[src/rtl/resize_ctrl_pkg.sv]
// Shared types and constants for the bicubic resize frame controller.
package resize_ctrl_pkg;

    localparam int unsigned W_BITS   = 12;
    localparam int unsigned H_BITS   = 11;
    localparam int unsigned PIX_BITS = 24;

    localparam logic [1:0] ERR_NONE    = 2'b00;
    localparam logic [1:0] ERR_CFG     = 2'b01;
    localparam logic [1:0] ERR_TIMEOUT = 2'b10;

    typedef enum logic [2:0] {
        IDLE,
        FLUSH,
        RUN,
        DRAIN,
        DONE
    } state_e;

    typedef struct packed {
        logic [W_BITS-1:0] width;
        logic [H_BITS-1:0] height;
        logic              up;
        logic [3:0]        x_scale;
        logic [3:0]        y_scale;
    } cfg_t;

endpackage

[src/rtl/resize_frame_ctrl_if.sv]
// Pixel stream bundle: upstream s_* into the controller, framed m_* out of it.
interface resize_frame_ctrl_if;
    import resize_ctrl_pkg::*;

    logic                s_valid;
    logic [PIX_BITS-1:0] s_data;
    logic                s_ready;
    logic                m_valid;
    logic [PIX_BITS-1:0] m_data;
    logic                m_sof;
    logic                m_eol;
    logic                m_eof;

    // slave = controller view, master = stream source / sink view
    modport slave  (input  s_valid, s_data, output s_ready, m_valid, m_data, m_sof, m_eol, m_eof);
    modport master (output s_valid, s_data, input  s_ready, m_valid, m_data, m_sof, m_eol, m_eof);

endinterface

[src/rtl/resize_div_ceil.sv]
// Sequential restoring divider: W cycles after start, quotient = ceil(dividend/divisor).
module resize_div_ceil
    import resize_ctrl_pkg::*;
#(
    parameter int unsigned W = W_BITS
) (
    input  logic         clk,
    input  logic         reset,
    input  logic         start,
    input  logic [W-1:0] dividend,
    input  logic [W-1:0] divisor,
    output logic         done,
    output logic [W-1:0] quotient
);
    localparam int unsigned CW = $clog2(W + 1);

    logic [W-1:0]  quo_q, quo_d, div_q, div_d, rem_q, rem_d;
    logic [CW-1:0] cnt_q, cnt_d;
    logic          done_q, done_d;
    logic [W:0]    trial;

    always_comb begin
        quo_d  = quo_q;
        rem_d  = rem_q;
        div_d  = div_q;
        cnt_d  = cnt_q;
        done_d = done_q;
        trial  = '0;
        if (start) begin
            quo_d  = dividend;
            rem_d  = '0;
            div_d  = divisor;
            cnt_d  = CW'(W);
            done_d = 1'b0;
        end else if (cnt_q != '0) begin
            trial = {rem_q, quo_q[W-1]};
            if (trial >= {1'b0, div_q}) begin
                rem_d = trial[W-1:0] - div_q;
                quo_d = {quo_q[W-2:0], 1'b1};
            end else begin
                rem_d = trial[W-1:0];
                quo_d = {quo_q[W-2:0], 1'b0};
            end
            cnt_d  = cnt_q - 1'b1;
            done_d = (cnt_q == CW'(1));
        end
    end

    always_ff @(posedge clk) begin
        if (reset) begin
            quo_q  <= '0;
            rem_q  <= '0;
            div_q  <= '0;
            cnt_q  <= '0;
            done_q <= 1'b0;
        end else begin
            quo_q  <= quo_d;
            rem_q  <= rem_d;
            div_q  <= div_d;
            cnt_q  <= cnt_d;
            done_q <= done_d;
        end
    end

    assign done     = done_q;
    assign quotient = quo_q + {{(W-1){1'b0}}, (rem_q != '0)};

endmodule

[src/rtl/resize_frame_ctrl.sv]
// Frame sequencer for the bicubic resize core: cfg shadowing, flush, input gating, output framing.
// Optional drain watchdog enabled by defining RESIZE_CTRL_TIMEOUT_EN.
module resize_frame_ctrl
    import resize_ctrl_pkg::*;
#(
    parameter int unsigned FLUSH_CYCLES   = 4,
    parameter int unsigned TIMEOUT_CYCLES = 65536
) (
    input  logic                clk,
    input  logic                reset,
    input  logic                cfg_wr,
    input  logic [W_BITS-1:0]   cfg_width,
    input  logic [H_BITS-1:0]   cfg_height,
    input  logic                cfg_up_flag,
    input  logic [3:0]          cfg_x_scale,
    input  logic [3:0]          cfg_y_scale,
    input  logic                start,
    output logic                busy,
    output logic                done,
    output logic [1:0]          err,
    output logic                core_reset,
    output logic [W_BITS-1:0]   img_width,
    output logic [H_BITS-1:0]   img_height,
    output logic                up_flag,
    output logic [3:0]          x_scale_factor,
    output logic [3:0]          y_scale_factor,
    resize_frame_ctrl_if.slave  px,
    output logic                core_valid_i,
    output logic [PIX_BITS-1:0] core_data_i,
    input  logic                core_wr_ready,
    input  logic                core_valid_o,
    input  logic [PIX_BITS-1:0] core_data_o
);
    localparam int unsigned FCW = $clog2(FLUSH_CYCLES + 1);

    state_e              state_q, state_d;
    cfg_t                shadow_q, shadow_d, active_q, active_d;
    logic [1:0]          err_q, err_d;
    logic [FCW-1:0]      flush_cnt_q, flush_cnt_d;
    logic [22:0]         in_cnt_q, in_cnt_d, total_in;
    logic [30:0]         out_cnt_q, out_cnt_d, total_out;
    logic [15:0]         col_q, col_d, out_w;
    logic [14:0]         row_q, row_d, out_h;
    logic                m_valid_q, m_valid_d, m_sof_q, m_sof_d, m_eol_q, m_eol_d, m_eof_q, m_eof_d;
    logic [PIX_BITS-1:0] m_data_q, m_data_d;
    logic                s_ready_c, pix_ok, cfg_legal, div_start, timeout_hit;
    logic                dx_done, dy_done;
    logic [W_BITS-1:0]   dx_q;
    logic [H_BITS-1:0]   dy_q;

    assign cfg_legal = (shadow_q.width >= W_BITS'(4)) && (shadow_q.height >= H_BITS'(4)) &&
                       (shadow_q.x_scale != '0) && (shadow_q.y_scale != '0) &&
                       (shadow_q.up || (({8'b0, shadow_q.x_scale} <= shadow_q.width) &&
                                        ({7'b0, shadow_q.y_scale} <= shadow_q.height)));
    assign div_start = (state_q == IDLE) && start && cfg_legal;

    // Both dividers latch the shadow operands on the accepting start and run during FLUSH.
    resize_div_ceil #(.W(W_BITS)) u_div_x (
        .clk(clk), .reset(reset), .start(div_start),
        .dividend(shadow_q.width), .divisor({8'b0, shadow_q.x_scale}),
        .done(dx_done), .quotient(dx_q)
    );
    resize_div_ceil #(.W(H_BITS)) u_div_y (
        .clk(clk), .reset(reset), .start(div_start),
        .dividend(shadow_q.height), .divisor({7'b0, shadow_q.y_scale}),
        .done(dy_done), .quotient(dy_q)
    );

    assign out_w     = active_q.up ? ({4'b0, active_q.width} * {12'b0, active_q.x_scale}) : {4'b0, dx_q};
    assign out_h     = active_q.up ? ({4'b0, active_q.height} * {11'b0, active_q.y_scale}) : {4'b0, dy_q};
    assign total_in  = {11'b0, active_q.width} * {12'b0, active_q.height};
    assign total_out = {15'b0, out_w} * {16'b0, out_h};

`ifdef RESIZE_CTRL_TIMEOUT_EN
    logic [16:0] wd_q, wd_d;

    always_comb begin
        wd_d        = '0;
        timeout_hit = 1'b0;
        if (state_q == DRAIN && !core_valid_o) begin
            wd_d        = wd_q + 17'd1;
            timeout_hit = (wd_d == 17'(TIMEOUT_CYCLES));
        end
    end

    always_ff @(posedge clk) begin
        if (reset) wd_q <= '0;
        else       wd_q <= wd_d;
    end
`else
    // Watchdog compiled out; the parameter is kept so overrides still elaborate.
    assign timeout_hit = 1'b0 & (TIMEOUT_CYCLES != 0);
`endif

    always_comb begin
        state_d     = state_q;
        shadow_d    = shadow_q;
        active_d    = active_q;
        err_d       = err_q;
        flush_cnt_d = flush_cnt_q;
        in_cnt_d    = in_cnt_q;
        out_cnt_d   = out_cnt_q;
        col_d       = col_q;
        row_d       = row_q;
        m_valid_d   = 1'b0;
        m_sof_d     = 1'b0;
        m_eol_d     = 1'b0;
        m_eof_d     = 1'b0;
        m_data_d    = m_data_q;
        s_ready_c   = 1'b0;

        if (cfg_wr) shadow_d = '{width: cfg_width, height: cfg_height, up: cfg_up_flag,
                                 x_scale: cfg_x_scale, y_scale: cfg_y_scale};

        pix_ok = core_valid_o && (state_q == RUN || state_q == DRAIN) && (out_cnt_q < total_out);
        if (pix_ok) begin
            m_valid_d = 1'b1;
            m_data_d  = core_data_o;
            m_sof_d   = (col_q == '0) && (row_q == '0);
            m_eol_d   = (col_q == out_w - 16'd1);
            m_eof_d   = m_eol_d && (row_q == out_h - 15'd1);
            out_cnt_d = out_cnt_q + 31'd1;
            if (m_eol_d) begin
                col_d = '0;
                row_d = (row_q == out_h - 15'd1) ? '0 : row_q + 15'd1;
            end else begin
                col_d = col_q + 16'd1;
            end
        end

        unique case (state_q)
            IDLE: if (start) begin
                if (cfg_legal) begin
                    state_d     = FLUSH;
                    active_d    = shadow_q;
                    err_d       = ERR_NONE;
                    flush_cnt_d = '0;
                    in_cnt_d    = '0;
                    out_cnt_d   = '0;
                    col_d       = '0;
                    row_d       = '0;
                end else begin
                    err_d = ERR_CFG;
                end
            end
            FLUSH: begin
                if (flush_cnt_q != FCW'(FLUSH_CYCLES)) flush_cnt_d = flush_cnt_q + 1'b1;
                else if (dx_done && dy_done)           state_d     = RUN;
            end
            RUN: begin
                s_ready_c = core_wr_ready && (in_cnt_q < total_in);
                if (px.s_valid && s_ready_c) in_cnt_d = in_cnt_q + 23'd1;
                if (in_cnt_d >= total_in) state_d = DRAIN;
            end
            DRAIN: begin
                if (timeout_hit) begin
                    state_d = IDLE;
                    err_d   = ERR_TIMEOUT;
                end else if (out_cnt_d >= total_out) begin
                    state_d = DONE;
                end
            end
            DONE:    state_d = IDLE;
            default: state_d = IDLE;
        endcase
    end

    always_ff @(posedge clk) begin
        if (reset) begin
            state_q     <= IDLE;
            shadow_q    <= '0;
            active_q    <= '0;
            err_q       <= ERR_NONE;
            flush_cnt_q <= '0;
            in_cnt_q    <= '0;
            out_cnt_q   <= '0;
            col_q       <= '0;
            row_q       <= '0;
            m_valid_q   <= 1'b0;
            m_sof_q     <= 1'b0;
            m_eol_q     <= 1'b0;
            m_eof_q     <= 1'b0;
            m_data_q    <= '0;
        end else begin
            state_q     <= state_d;
            shadow_q    <= shadow_d;
            active_q    <= active_d;
            err_q       <= err_d;
            flush_cnt_q <= flush_cnt_d;
            in_cnt_q    <= in_cnt_d;
            out_cnt_q   <= out_cnt_d;
            col_q       <= col_d;
            row_q       <= row_d;
            m_valid_q   <= m_valid_d;
            m_sof_q     <= m_sof_d;
            m_eol_q     <= m_eol_d;
            m_eof_q     <= m_eof_d;
            m_data_q    <= m_data_d;
        end
    end

    assign busy           = (state_q == FLUSH) || (state_q == RUN) || (state_q == DRAIN);
    assign done           = (state_q == DONE);
    assign core_reset     = (state_q == IDLE) || ((state_q == FLUSH) && (flush_cnt_q < FCW'(FLUSH_CYCLES)));
    assign err            = err_q;
    assign img_width      = active_q.width;
    assign img_height     = active_q.height;
    assign up_flag        = active_q.up;
    assign x_scale_factor = active_q.x_scale;
    assign y_scale_factor = active_q.y_scale;
    assign px.s_ready     = s_ready_c;
    assign px.m_valid     = m_valid_q;
    assign px.m_data      = m_data_q;
    assign px.m_sof       = m_sof_q;
    assign px.m_eol       = m_eol_q;
    assign px.m_eof       = m_eof_q;
    assign core_valid_i   = px.s_valid && s_ready_c;
    assign core_data_i    = px.s_data;

endmodule
[src/flat_wrapper.sv]
// flat-port wrapper written by rule: the top's interface ports become plain ports
module resize_frame_ctrl_flat import resize_ctrl_pkg::*;
#(
    parameter int unsigned FLUSH_CYCLES   = 4,
    parameter int unsigned TIMEOUT_CYCLES = 65536
)
  (clk, reset, cfg_wr, cfg_width, cfg_height, cfg_up_flag, cfg_x_scale, cfg_y_scale, start, busy, done, err, core_reset, img_width, img_height, up_flag, x_scale_factor, y_scale_factor, core_valid_i, core_data_i, core_wr_ready, core_valid_o, core_data_o, px_s_valid, px_s_data, px_s_ready, px_m_valid, px_m_data, px_m_sof, px_m_eol, px_m_eof);
  resize_frame_ctrl_if px_i ();
  input  logic clk;
  input  logic reset;
  input  logic cfg_wr;
  input  logic [W_BITS-1:0] cfg_width;
  input  logic [H_BITS-1:0] cfg_height;
  input  logic cfg_up_flag;
  input  logic [3:0] cfg_x_scale;
  input  logic [3:0] cfg_y_scale;
  input  logic start;
  output logic busy;
  output logic done;
  output logic [1:0] err;
  output logic core_reset;
  output logic [W_BITS-1:0] img_width;
  output logic [H_BITS-1:0] img_height;
  output logic up_flag;
  output logic [3:0] x_scale_factor;
  output logic [3:0] y_scale_factor;
  output logic core_valid_i;
  output logic [PIX_BITS-1:0] core_data_i;
  input  logic core_wr_ready;
  input  logic core_valid_o;
  input  logic [PIX_BITS-1:0] core_data_o;
  input wire logic [$bits(px_i.s_valid)-1:0] px_s_valid;
  input wire logic [$bits(px_i.s_data)-1:0] px_s_data;
  output wire logic [$bits(px_i.s_ready)-1:0] px_s_ready;
  output wire logic [$bits(px_i.m_valid)-1:0] px_m_valid;
  output wire logic [$bits(px_i.m_data)-1:0] px_m_data;
  output wire logic [$bits(px_i.m_sof)-1:0] px_m_sof;
  output wire logic [$bits(px_i.m_eol)-1:0] px_m_eol;
  output wire logic [$bits(px_i.m_eof)-1:0] px_m_eof;
  assign px_i.s_valid = px_s_valid;
  assign px_i.s_data = px_s_data;
  assign px_s_ready = px_i.s_ready;
  assign px_m_valid = px_i.m_valid;
  assign px_m_data = px_i.m_data;
  assign px_m_sof = px_i.m_sof;
  assign px_m_eol = px_i.m_eol;
  assign px_m_eof = px_i.m_eof;
  resize_frame_ctrl #(.FLUSH_CYCLES(FLUSH_CYCLES), .TIMEOUT_CYCLES(TIMEOUT_CYCLES)) u_core (.clk(clk), .reset(reset), .cfg_wr(cfg_wr), .cfg_width(cfg_width), .cfg_height(cfg_height), .cfg_up_flag(cfg_up_flag), .cfg_x_scale(cfg_x_scale), .cfg_y_scale(cfg_y_scale), .start(start), .busy(busy), .done(done), .err(err), .core_reset(core_reset), .img_width(img_width), .img_height(img_height), .up_flag(up_flag), .x_scale_factor(x_scale_factor), .y_scale_factor(y_scale_factor), .px(px_i), .core_valid_i(core_valid_i), .core_data_i(core_data_i), .core_wr_ready(core_wr_ready), .core_valid_o(core_valid_o), .core_data_o(core_data_o));
endmodule
[config.mk]
export PLATFORM = sky130hd
export DESIGN_NAME = resize_frame_ctrl_flat
export DESIGN_NICKNAME = d
export VERILOG_FILES = /design/src/rtl/resize_ctrl_pkg.sv /design/src/rtl/resize_frame_ctrl_if.sv /design/src/rtl/resize_div_ceil.sv /design/src/rtl/resize_frame_ctrl.sv /design/src/flat_wrapper.sv
export SDC_FILE = /design/constraint.sdc
export NUM_CORES = 2
export LEC_CHECK = 0
export ABC_AREA = 1
export CORE_MARGIN = 3
export CORE_UTILIZATION = 41
export CTS_CLUSTER_SIZE = 40
export DETAILED_ROUTE_END_ITERATION = 7
export PLACE_DENSITY = 0.55
export REMOVE_ABC_BUFFERS = 1
export SYNTH_ARGS = -nofsm -noshare
export SYNTH_HDL_FRONTEND = slang
export SYNTH_SLANG_ARGS = --single-unit
[constraint.sdc]
create_clock -name clk -period 20.2 [get_ports clk]
set_clock_uncertainty 0.1 [all_clocks]
set_input_delay 6.06 -clock clk [delete_from_list [all_inputs] [get_ports clk]]
set_output_delay 6.06 -clock clk [all_outputs]
set_load 0.01 [all_outputs]
==> impl_metrics.tcl <==
set metrics [dict create \
    post_cts_buffers 0 \
    antenna_found_initial 0 \
    grt_remaining_overflow 0 \
    final_common_cell "nand2_1" \
    min_path_type "reg -> reg" \
    rsz0062_at_grt "false" \
    cts_resized 0 \
    cts_buffers 31 \
    synth_area_leaders "fa_1 20%, dfxtp_1 15%, ha_1 13%, nand2_1 12%, inv_1 11%" \
    gp_congestion 0.927 \
    stdcell_area_um2 34300 \
    vias_per_cell 5.07 \
    power.share.switching_pct 48.8 \
    ir_worst_vdd_uv 77.0 \
    io_pins 178 \
    cp-end-kind "output pin" \
    nNetsFinal 5242 \
    cap_viol_max_count 0 \
    drtIter0Drc 1679 \
    cts_sinks 240 \
    die_w_um 282 \
    finalPower_uw 2710 \
    final_util_pct 45.6 \
    clk_path_buf_depth 3 \
    period_share_pct 73.8 \
    dieArea_um2 79700 \
    layout-drive-gt1-share_pct 3.34 \
    synthArstFlopShare_pct 0 \
    routed_wl_um 93400 \
    vias 28000 \
    cts_max_level 1 \
    grt_pass1_wl_um 151000 \
    ys.flop_type "dfxtp_1" \
    syn_area_um2 31300 \
    p_leak_uw 0.0179 \
    clock_tree.root_cell "clkbuf_16" \
    syn_inst 4514 \
    synth_seq_area_share_pct 15.3 \
    grt_pass1_vias 27700 \
    crit_type "reg -> out" \
    cp.arrival_ps 8740 \
    clock_power_share_pct 21.5 \
    hold_ws_ps 380 \
    layout_common_cells "1,032 x nand2_1, 908 x inv_1, 471 x nor2_1, 322 x ha_1, 309 x fa_1" \
    pwr_density_cell_nw_per_um2 79.1 \
    final_max_slew_viol_count 0 \
    worst_r2r_path_depth 70 \
    fp.coreArea_um2 75100 \
    hold_buffers 0 \
    synth_cell_types 70 \
    wl_per_cell_um 16.9 \
    p_int_uw 1390 \
    pwr-share-seq_pct 22.8 \
    die_h_um 282 \
    slowest_stage "dfxtp_1" \
    grt_max_degree 91 \
    antenna_cells 0 \
    power.switching_uw 1320 \
    whs_path_depth 2 \
    status "complete, no violations" \
    setup_viol 0 \
    grt_usage_pct 23.7 \
    cp.required_ps 14040 \
    dp_hpwl_um 74900 \
    placed_area_um2 33200 \
    critPathMaxStageDelay_ps 810 \
    slew_headroom_pct 31.8 \
    io_buffers 128 \
    min_period_ps 14900 \
    area_delta_synth_final_pct 9.45 \
    synth-edff-count 0 \
    setup_tns_ps 0 \
    worstMarginPinSlew_ps 1020 \
    comb_power_share_pct 55.8 \
    yosys.area.top_type "fa_1" \
    start_util_pct 41.7 \
    clk_pin_slew_ps 60 \
    cts_tree "done" \
    max_freq_mhz 67.1 \
    critPathMaxFanout 17 \
    avgSynthCellArea_um2 6.93 \
    startpoint_type "register" \
    post-route-drc-count 0 \
    first_pass_iters 5 \
    ant_nets 0 \
    rows 100 \
    clock_latency_ps 610 \
    ys_warn_count 0 \
    ys_seq_elements 240 \
    synth_top_cell_area_share_pct 19.8 \
    final_hold_viol_count 0 \
]
-- cell usage after synthesis, types with 15 or more instances --
master,instances
xor2_1,121
nand2_1,1033
o21ai_0,155
clkbuf_1,131
dfxtp_1,240
inv_1,908
nor3_1,67
nand4_1,62
a21oi_1,181
nor2_1,471
fa_1,309
inv_2,22
a31oi_1,15
ha_1,322
buf_4,30
xnor2_1,34
nor4_1,37
nand3_1,188
-- kinds of logic (layout without fill, tap and decap cells) --
group / after synthesis / count (layout) / share of synthesized area (%)
and+or+nand+nor: 1920 / 1920 / 25.6
buffers and inverters: 1114 / 1147 / 13.8
adders and majority gates: 631 / 631 / 32.6
AOI/OAI and AO/OA: 453 / 453 / 8.29
DFF: 240 / 240 / 15.3
xor gates and xnor gates: 155 / 155 / 4.34
other: 1 / 1 / 0.0120
-- layout make-up --
| class | instances | area [um2] |
|---|---|---|
| repair buffers | 156 | 1490 |
| multi-input cells | 3160 | 22200 |
| clock buffers | 44 | 895 |
| clock inverters | 12 | 163 |
| fillers | 7909 | 40800 |
| inverters | 935 | 3510 |
| well taps | 969 | 1210 |
| flip-flops and latches | 240 | 4800 |
-- power groups by stage --
stage	clock, uW	combinational (uW)	sequential (uW)
finish	582	1510	617
global route	615	1700	628
CTS	598	1510	617
detailed placement	0	1500	626
global placement	0	1500	625
floorplan	0	1010	616
-- path summary, 6_finish.rpt --
kind                         from                   to  slack, ps
min           u_core.px.m_data[7]  u_core.px.m_data[7]        380
min reg2reg   u_core.px.m_data[7]  u_core.px.m_data[7]        380
max           u_core.img_width[0]         core_valid_i       5300
max reg2reg  u_core.img_height[5]    u_core.state_q[0]       5460
-- metal layers --
metal / vias up / track usage, % / share of wire, % / routed length [um]
met4: 0 / 5.62 / 2.5 / 2300
met2: 668 / 39.0 / 45 / 42500
met1: 13300 / 33.1 / 47 / 43600
met5: - / 0 / 0 / 0
met3: 127 / 3.15 / 5.4 / 5010
li1: 13900 / - / - / -
-- registers in the layout (all words and copies together) (netlist names), 3 cells and up --
| name | flops |
|---|---|
| u_core.col_q | 16 |
| u_core.flush_cnt_q | 3 |
| u_core.img_height | 11 |
| u_core.img_width | 12 |
| u_core.in_cnt_q | 23 |
| u_core.out_cnt_q | 31 |
| u_core.px.m_data | 24 |
| u_core.row_q | 15 |
| u_core.shadow_q | 32 |
| u_core.state_q | 3 |
| u_core.u_div_x.cnt_q | 4 |
| u_core.u_div_x.quo_q | 12 |
| u_core.u_div_x.rem_q | 12 |
| u_core.u_div_y.cnt_q | 4 |
| u_core.u_div_y.quo_q | 11 |
| u_core.u_div_y.rem_q | 11 |
| u_core.x_scale_factor | 4 |
| u_core.y_scale_factor | 4 |
-- critical path: cells and delay by family (launching register included) --
kind                       cells  cell delay [ps]
buffers and inverters          4              720
DFF                            1              810
AOI/OAI and AO/OA             12             1750
and+or+nand+nor               10             1380
adders and majority gates      7             3240
xor gates and xnor gates       1              200
-- stage by stage --
| step | instances | setup WS (ps) |
|---|---|---|
| floorplan | 4335 | 7260 |
| global placement | 5460 | 5730 |
| detailed placement | 5460 | 5570 |
| CTS | 5516 | 5240 |
| global route | 5516 | 4190 |
| finish | 5516 | 5300 |
Power figures use the tool's default switching activity.
